`config.mk`:
```
export PLATFORM = sky130hd
export DESIGN_NAME = fwd_hazard_unit
export DESIGN_NICKNAME = d
export VERILOG_FILES = /design/src/rtl/fwd_pkg.sv /design/src/rtl/fwd_shadow_pipe.sv /design/src/rtl/fwd_hazard_unit.sv
export SDC_FILE = /design/constraint.sdc
export NUM_CORES = 1
export LEC_CHECK = 0
export CELL_PAD_IN_SITES_DETAIL_PLACEMENT = 0
export CELL_PAD_IN_SITES_GLOBAL_PLACEMENT = 1
export CORE_ASPECT_RATIO = 1.1
export CORE_MARGIN = 10
export CORE_UTILIZATION = 30
export CTS_BUF_LIST = sky130_fd_sc_hd__clkbuf_8
export CTS_CLUSTER_SIZE = 24
export DETAILED_ROUTE_END_ITERATION = 8
export GPL_ROUTABILITY_DRIVEN = 0
export PLACE_DENSITY = 0.7
export SLEW_MARGIN = 0
export SYNTH_ARGS = -nofsm -noshare
export SYNTH_HDL_FRONTEND = slang
export SYNTH_HIERARCHICAL = 1
export SYNTH_SLANG_ARGS = --single-unit
export TNS_END_PERCENT = 10
```
`constraint.sdc`:
```
create_clock -name clk -period 2.7 [get_ports clk]
set_input_delay 0.54 -clock clk [delete_from_list [all_inputs] [get_ports clk]]
set_output_delay 0.54 -clock clk [all_outputs]
set_load 0.1 [all_outputs]
```
`src/rtl/fwd_pkg.sv`:
```
// Shared types and constants for the forwarding / load-use hazard unit.
// Stage entries carry the widest supported register address.
package fwd_pkg;

  localparam int RD_W = 8;
  localparam int CNT_W = 16;
  localparam int SEL_RF = 0;
  localparam logic [CNT_W-1:0] CNT_MAX = '1;

  typedef struct packed {
    logic            v;
    logic [RD_W-1:0] rd;
    logic            ld;
  } stage_t;

  function automatic int sel_w(input int depth);
    return $clog2(depth + 1);
  endfunction

endpackage

```
`src/rtl/fwd_shadow_pipe.sv`:
```
// Shadow pipeline of in-flight register writes, index 0 = stage 1 (EX).
// Flush and reset clear every stage.
module fwd_shadow_pipe
  import fwd_pkg::*;
#(
  parameter int DEPTH = 2
) (
  input  logic                 i_clk,
  input  logic                 i_rst,
  input  logic                 i_flush,
  input  stage_t               i_ent,
  output stage_t [DEPTH-1:0]   o_stages
);

  stage_t [DEPTH-1:0] r_pipe;

  always_ff @(posedge i_clk or posedge i_rst) begin
    if (i_rst) begin
      r_pipe <= '0;
    end else if (i_flush) begin
      r_pipe <= '0;
    end else begin
      for (int k = DEPTH - 1; k > 0; k--) begin
        r_pipe[k] <= r_pipe[k-1];
      end
      r_pipe[0] <= i_ent;
    end
  end

  assign o_stages = r_pipe;

endmodule

```
`src/rtl/fwd_hazard_unit.sv`:
```
// Operand forwarding select and load-use stall generation beside decode.
// Nearest matching stage wins; young loads stall instead of forwarding.
module fwd_hazard_unit
  import fwd_pkg::*;
#(
  parameter int REG_AW   = 3,
  parameter int NUM_SRC  = 2,
  parameter int DEPTH    = 2,
  parameter int LOAD_LAT = 1,
  parameter int ZERO_REG = 0,
  localparam int SEL_W   = sel_w(DEPTH)
) (
  input  logic                      clk,
  input  logic                      rst,
  input  logic                      id_valid,
  input  logic [NUM_SRC*REG_AW-1:0] id_src,
  input  logic [NUM_SRC-1:0]        id_src_used,
  input  logic [REG_AW-1:0]         id_rd,
  input  logic                      id_we,
  input  logic                      id_load,
  input  logic                      flush,
  output logic [NUM_SRC*SEL_W-1:0]  fwd_sel,
  output logic                      stall,
  output logic [CNT_W-1:0]          stall_cnt
);

  stage_t [DEPTH-1:0] w_stg;
  stage_t             w_ins;
  logic [NUM_SRC-1:0] w_haz;
  logic [CNT_W-1:0]   r_stall_cnt;

  assign w_ins.v  = id_valid & id_we & ~stall;
  assign w_ins.rd = RD_W'(id_rd);
  assign w_ins.ld = id_load;

  fwd_shadow_pipe #(
    .DEPTH(DEPTH)
  ) u_pipe (
    .i_clk   (clk),
    .i_rst   (rst),
    .i_flush (flush),
    .i_ent   (w_ins),
    .o_stages(w_stg)
  );

  always_comb begin
    fwd_sel = '0;
    w_haz   = '0;
    for (int i = 0; i < NUM_SRC; i++) begin
      logic [REG_AW-1:0] w_src;
      logic              w_can;
      logic              w_hit;
      w_src = id_src[i*REG_AW +: REG_AW];
      w_can = id_valid & id_src_used[i] &
              ~((ZERO_REG != 0) && (w_src == '0));
      w_hit = 1'b0;
      for (int k = 0; k < DEPTH; k++) begin
        if (w_can && !w_hit && w_stg[k].v &&
            w_stg[k].rd == RD_W'(w_src)) begin
          w_hit = 1'b1;
          // stage k+1 holds a load whose data is not out yet
          if (k < LOAD_LAT && w_stg[k].ld) begin
            w_haz[i] = 1'b1;
          end else begin
            fwd_sel[i*SEL_W +: SEL_W] = SEL_W'(k + 1);
          end
        end
      end
    end
  end

  assign stall = (|w_haz) & ~flush;

  always_ff @(posedge clk or posedge rst) begin
    if (rst) begin
      r_stall_cnt <= '0;
    end else if (stall && r_stall_cnt != CNT_MAX) begin
      r_stall_cnt <= r_stall_cnt + 1'b1;
    end
  end

  assign stall_cnt = r_stall_cnt;

endmodule
```
==> run metrics, run 1 <==
run status=complete, no violations; via count=1244; power per cell area=455 mW/mm^2; routed wire length=3.67 mm; vias in the first global route=1324; CTS tree=done; Slew Viols, Final=0; largest net degree at the start of global routing=20; final setup vio count=0; sw power=240 uW; via/cell ratio=4.41; layout cell share with drive strength beyond 1=37.2%; Arr. time, crit path=2110 ps; initial drt markers=42; first-pass GRT wire length=6.40 mm; Clock Sinks=35; setup ws final=55.0 ps; CP Launch Type=input port; Layout Utilization=44.2%; Cell Area, Synth=0.00171 mm^2; Final nets=224; IO Port Bufs=37; Ant. Diodes=0; Worst Hold Margin=489 ps; Sw Ratio=21.9%; Max Fclk=378 MHz; maxcap violations=0; clock period minus worst slack=2650 ps; Die Ht=99.1 um; Area Growth Syn to Fin=41.3%; Clock Latency Late Sink=280 ps; HP Class=reg -> reg; kind of critical path=in -> out; TritonCTS Buffers=5; drt wl/cell=13.0 um; Initial Util=31.2%; final hold viol count=0; worst-path fanout max=2; Seq pwr share=49.6%; Longest Clk Path Bufs=2; Setup crit end kind=primary output; core region area=0.00547 mm^2; GRT Total Usage=8.40%; final total power=1100 uW; H-tree level count=2; initial antenna violation count=0; Ports=38; post-route DRC violation count=0; headroom to the max-slew limit=55.1%; leakage power=0.00110 uW; total congestion overflow=0; Worst Skew=4.58 ps; crit-path cells=clkdlybuf4s15_1, xor2_1, or4_4, a2111oi_4, buf_4, buf_12; Largest stage delay, worst path=500 ps; yosys warns=6; Hold Buf Count CTS=0; Buf/Inv on CP=3; Gate power share=8.1%; RSZ-0062 raised after global routing=yes; first-pass detailed-route iteration total=4; Placed Cells=272; Cells after Synth=145; clock root buffer=clkbuf_8; Peak VDD IR=0.248 mV; Final period util=98.0%; antenna viol nets, final=0; Clk pwr share=42.3%; syn avg cell area=11.8 um^2; Rows=28; Clock Pin Slew Worst Setup and Hold Paths=70 ps; Slew @ Worst Pin=672 ps; Critical-path top delay cell=or4_4; CP required=2160 ps; pre-CTS setup slack=-267 ps; Die Area=0.00911 mm^2; detailed placer's ending HPWL=2.83 mm; P_int=858 uW; non-filler cells in the finished layout=282; Die Width=91.9 um; CP top delay family=buffers and inverters
cell type report:
class	instances	area, um^2
clock buffers	5	68.8
clock inverters	3	43.8
fillers	548	3050
inverters	3	11.3
multi-input cells	108	835
flip-flops and latches	35	876
well taps	75	93.8
repair buffers	53	485
what timing repair did:
item / in CTS / in global routing
buffers inserted: 2 / 0
endpoints found under the setup margin: 5 / 1
pin swaps: 5 / 4
gates resized for setup: 15 / 4
cloned: 0 / 0
layer usage:
layer	track usage [%]	share of wire [%]	vias to the layer above
met5	0	0	-
met4	2.49	0.82	0
met3	3.38	6.7	4
met2	13.2	46	36
met1	10.4	46	589
li1	-	-	615
worst paths after layout:
kind                                    start                   to  slack [ps]  cells after the start
setup reg to reg           u_pipe/o_stages[3]        stall_cnt[14]         320                      8
hold reg to reg            u_pipe/o_stages[9]  u_pipe/o_stages[19]         490                      1
min in group asynchronous                 rst         stall_cnt[5]         660                      2
setup / recovery                    id_src[4]                stall          50                      6
max in group asynchronous                 rst   u_pipe/o_stages[8]        1590                      2
hold / removal             u_pipe/o_stages[9]  u_pipe/o_stages[19]         490                      1
per-stage QoR:
step                      area (um^2)  TNS [ps]
after floorplan                  1750      -867
after global placement           2290     -2640
after detailed placement         2290     -2670
after CTS                        2410         0
after global routing             2410     -46.1
final                            2410         0
cells in the final DEF (no fill, tap or decap), types with 4 or more instances in the layout:
cell type	instances
buf_12	5
conb_1	5
xor2_1	12
xnor2_1	12
nand3_1	5
nor2_1	6
dlygate4sd2_1	4
buf_4	32
nand2_1	7
nor2b_4	4
and3_1	4
nor2b_2	15
clkdlybuf4s50_1	7
clkbuf_8	5
nand4_1	10
dfrtp_1	35
sequential cells by signal, summed over array words and instances, names as in the netlist:
| signal | flops |
|---|---|
| u_pipe/o_stages | 19 |
| stall_cnt | 16 |
power groups by stage:
stage          Combinational (uW)  Clock [uW]  Sequential, uW
6_report                     88.6         465             545
2_1_floorplan                50.0           0             555
3_3_place_gp                 92.5           0             555
4_1_cts                      90.4         474             545
3_5_place_dp                 92.9           0             555
5_1_grt                      99.3         508             546
No activity file was read; power rests on OpenSTA's default activity.
==> run 2, diff against run 1 <==
--- a/config.mk
+++ b/config.mk
@@ -14,7 +14,7 @@
 export CTS_CLUSTER_SIZE = 24
 export DETAILED_ROUTE_END_ITERATION = 8
 export GPL_ROUTABILITY_DRIVEN = 0
-export PLACE_DENSITY = 0.7
+export PLACE_DENSITY = 0.67
 export SLEW_MARGIN = 0
 export SYNTH_ARGS = -nofsm -noshare
 export SYNTH_HDL_FRONTEND = slang
==> run 2 against run 1 <==
Design area rose by 1.8%. Register-to-register slack got worse by 100 ps. Core utilization up 0.78 points. Combinational power is 6.0% higher. Total power increased by 9.2%. Hold slack better by 6.2 ps. Die area did not move. First-iteration DRC count fell by 26%. Global-route usage is 0.13 points higher. Highest routed layer unchanged.
==> run metrics, run 2 (synthesis results as in run 1) <==
Peak VDD IR=0.266 mV; Slew @ Worst Pin=675 ps; core region area=0.00547 mm^2; layout cell share with drive strength beyond 1=38.8%; Rows=28; IO Port Bufs=37; Clk pwr share=46.7%; TritonCTS Buffers=5; run status=complete, no violations; vias in the first global route=1358; CP Launch Type=input port; drt wl/cell=13.5 um; # fillers=530; max FFs per register=19; Worst Hold Margin=495 ps; Final period util=98.3%; Area Growth Syn to Fin=43.8%; commonest non-fill, non-tap cell in the layout=dfrtp_1; Ports=38; Slew Viols, Final=0; kind of critical path=in -> out; Ant. Diodes=0; most frequent cells in the layout=dfrtp_1 (35), buf_4 (34), nor2b_2 (15); largest net degree at the start of global routing=20; CTS tree=done; Setup crit end kind=primary output; via/cell ratio=4.42; non-filler cells in the finished layout=284; Largest stage delay, worst path=440 ps; CP top delay family=buffers and inverters; crit-path cells=dlygate4sd2_1, xor2_1, or4_4, a2111oi_4, buf_4, buf_12; via count=1255; Die Area=0.00911 mm^2; leakage power=0.00112 uW; Buf/Inv on CP=3; RSZ-0062 raised after global routing=yes; initial antenna violation count=0; clock period minus worst slack=2650 ps; Seq pwr share=45.4%; Die Ht=99.1 um; first-pass detailed-route iteration total=4; register area=876 um^2; H-tree level count=2; Worst Skew=6.87 ps; Final nets=226; sw power=245 uW; Clock Sinks=35; post-route DRC violation count=0; headroom to the max-slew limit=54.9%; final setup vio count=0; Sw Ratio=20.4%; first-pass GRT wire length=6.40 mm; Longest Clk Path Bufs=2; Die Width=91.9 um; Multi-input gate area=835 um^2; Placed Cells=272; clock root buffer=clkbuf_8; maxcap violations=0; Max Fclk=377 MHz; Clock Latency Late Sink=280 ps; hold path startpoint=u_pipe/o_stages[6]; power per cell area=488 mW/mm^2; Arr. time, crit path=2110 ps; HP Class=reg -> reg; total congestion overflow=0; antenna viol nets, final=0; final hold viol count=0; routed wire length=3.84 mm; Critical-path top delay cell=or4_4; Critical R2R Launch=u_pipe/o_stages[3]; Clock Pin Slew Worst Setup and Hold Paths=80 ps; initial drt markers=31; Gate power share=7.8%; Initial Util=31.2%; Hold Buf Count CTS=0; detailed placer's ending HPWL=2.96 mm; P_int=954 uW; worst-path fanout max=2; Layout Utilization=44.9%; GRT Total Usage=8.53%; final total power=1200 uW; Critical Path Start=id_src[3]; CP required=2160 ps
## run 2: layout make-up
class                   instances  area share, %
clock inverters                 3           2.75
inverters                       3          0.458
well taps                      75           3.82
flip-flops and latches         35           35.7
repair buffers                 55           20.5
multi-input cells             108           34.0
clock buffers                   5           2.80
## run 2: power groups by stage
| stage | Clock (uW) | Sequential, uW | Combinational (uW) |
|---|---|---|---|
| global placement | 0 | 555 | 93.6 |
| detailed placement | 0 | 555 | 96.1 |
| finish | 561 | 545 | 93.9 |
| global route | 596 | 547 | 104 |
| CTS | 577 | 545 | 94.5 |
| floorplan | 0 | 555 | 50.0 |
## run 2: worst reg2reg max path, stage by stage (launching register included)
cell and delay [ps]:
dfrtp_1 410, xor2_1 150, or4_4 560, a2111oi_4 350, buf_4 190, buf_4 120, buf_4 190, nand4_1 120
mux2_2 290
## run 2: repair_timing
item | in CTS | in global routing
buffers inserted | 2 | 2
gates cloned | 0 | 0
hold endpoints to repair | 0 | 0
resized for setup | 16 | 5
pin swaps | 5 | 6
endpoints found under the setup margin | 5 | 1
## run 2: through the flow
stage          setup slack [ps]  instance area [um^2]  setup TNS [ps]
2_1_floorplan              -297                  1750            -867
3_3_place_gp               -245                  2290           -2700
3_5_place_dp               -272                  2290           -3150
4_1_cts                   0.319                  2450               0
5_1_grt                   -41.8                  2460           -41.8
6_report                   45.9                  2460               0
## run 2: final timing paths
| kind | slack (ps) | cells after the start | endpoint |
|---|---|---|---|
| max | 50 | 6 | stall |
| min | 500 | 1 | u_pipe/o_stages[16] |
| max reg2reg | 220 | 8 | stall_cnt[14] |
| min reg2reg | 500 | 1 | u_pipe/o_stages[16] |
| max in group asynchronous | 1590 | 2 | u_pipe/o_stages[2] |
| min in group asynchronous | 660 | 2 | stall_cnt[5] |
## run 2: metal layers
| layer | up-vias | share of wire, % | GRT usage [%] |
|---|---|---|---|
| met5 | - | 0 | 0 |
| met2 | 34 | 48 | 13.8 |
| li1 | 616 | - | - |
| met1 | 599 | 45 | 9.82 |
| met4 | 0 | 1.4 | 3.56 |
| met3 | 6 | 6.3 | 3.38 |
==> run 3, diff against run 2 <==
--- a/config.mk
+++ b/config.mk
@@ -11,6 +11,7 @@
 export CORE_MARGIN = 10
 export CORE_UTILIZATION = 30
 export CTS_BUF_LIST = sky130_fd_sc_hd__clkbuf_8
+export CTS_CLUSTER_DIAMETER = 60
 export CTS_CLUSTER_SIZE = 24
 export DETAILED_ROUTE_END_ITERATION = 8
 export GPL_ROUTABILITY_DRIVEN = 0
==> results of run 3 <==
No change in the layout: final DEF, timing and power equal those of run 2.
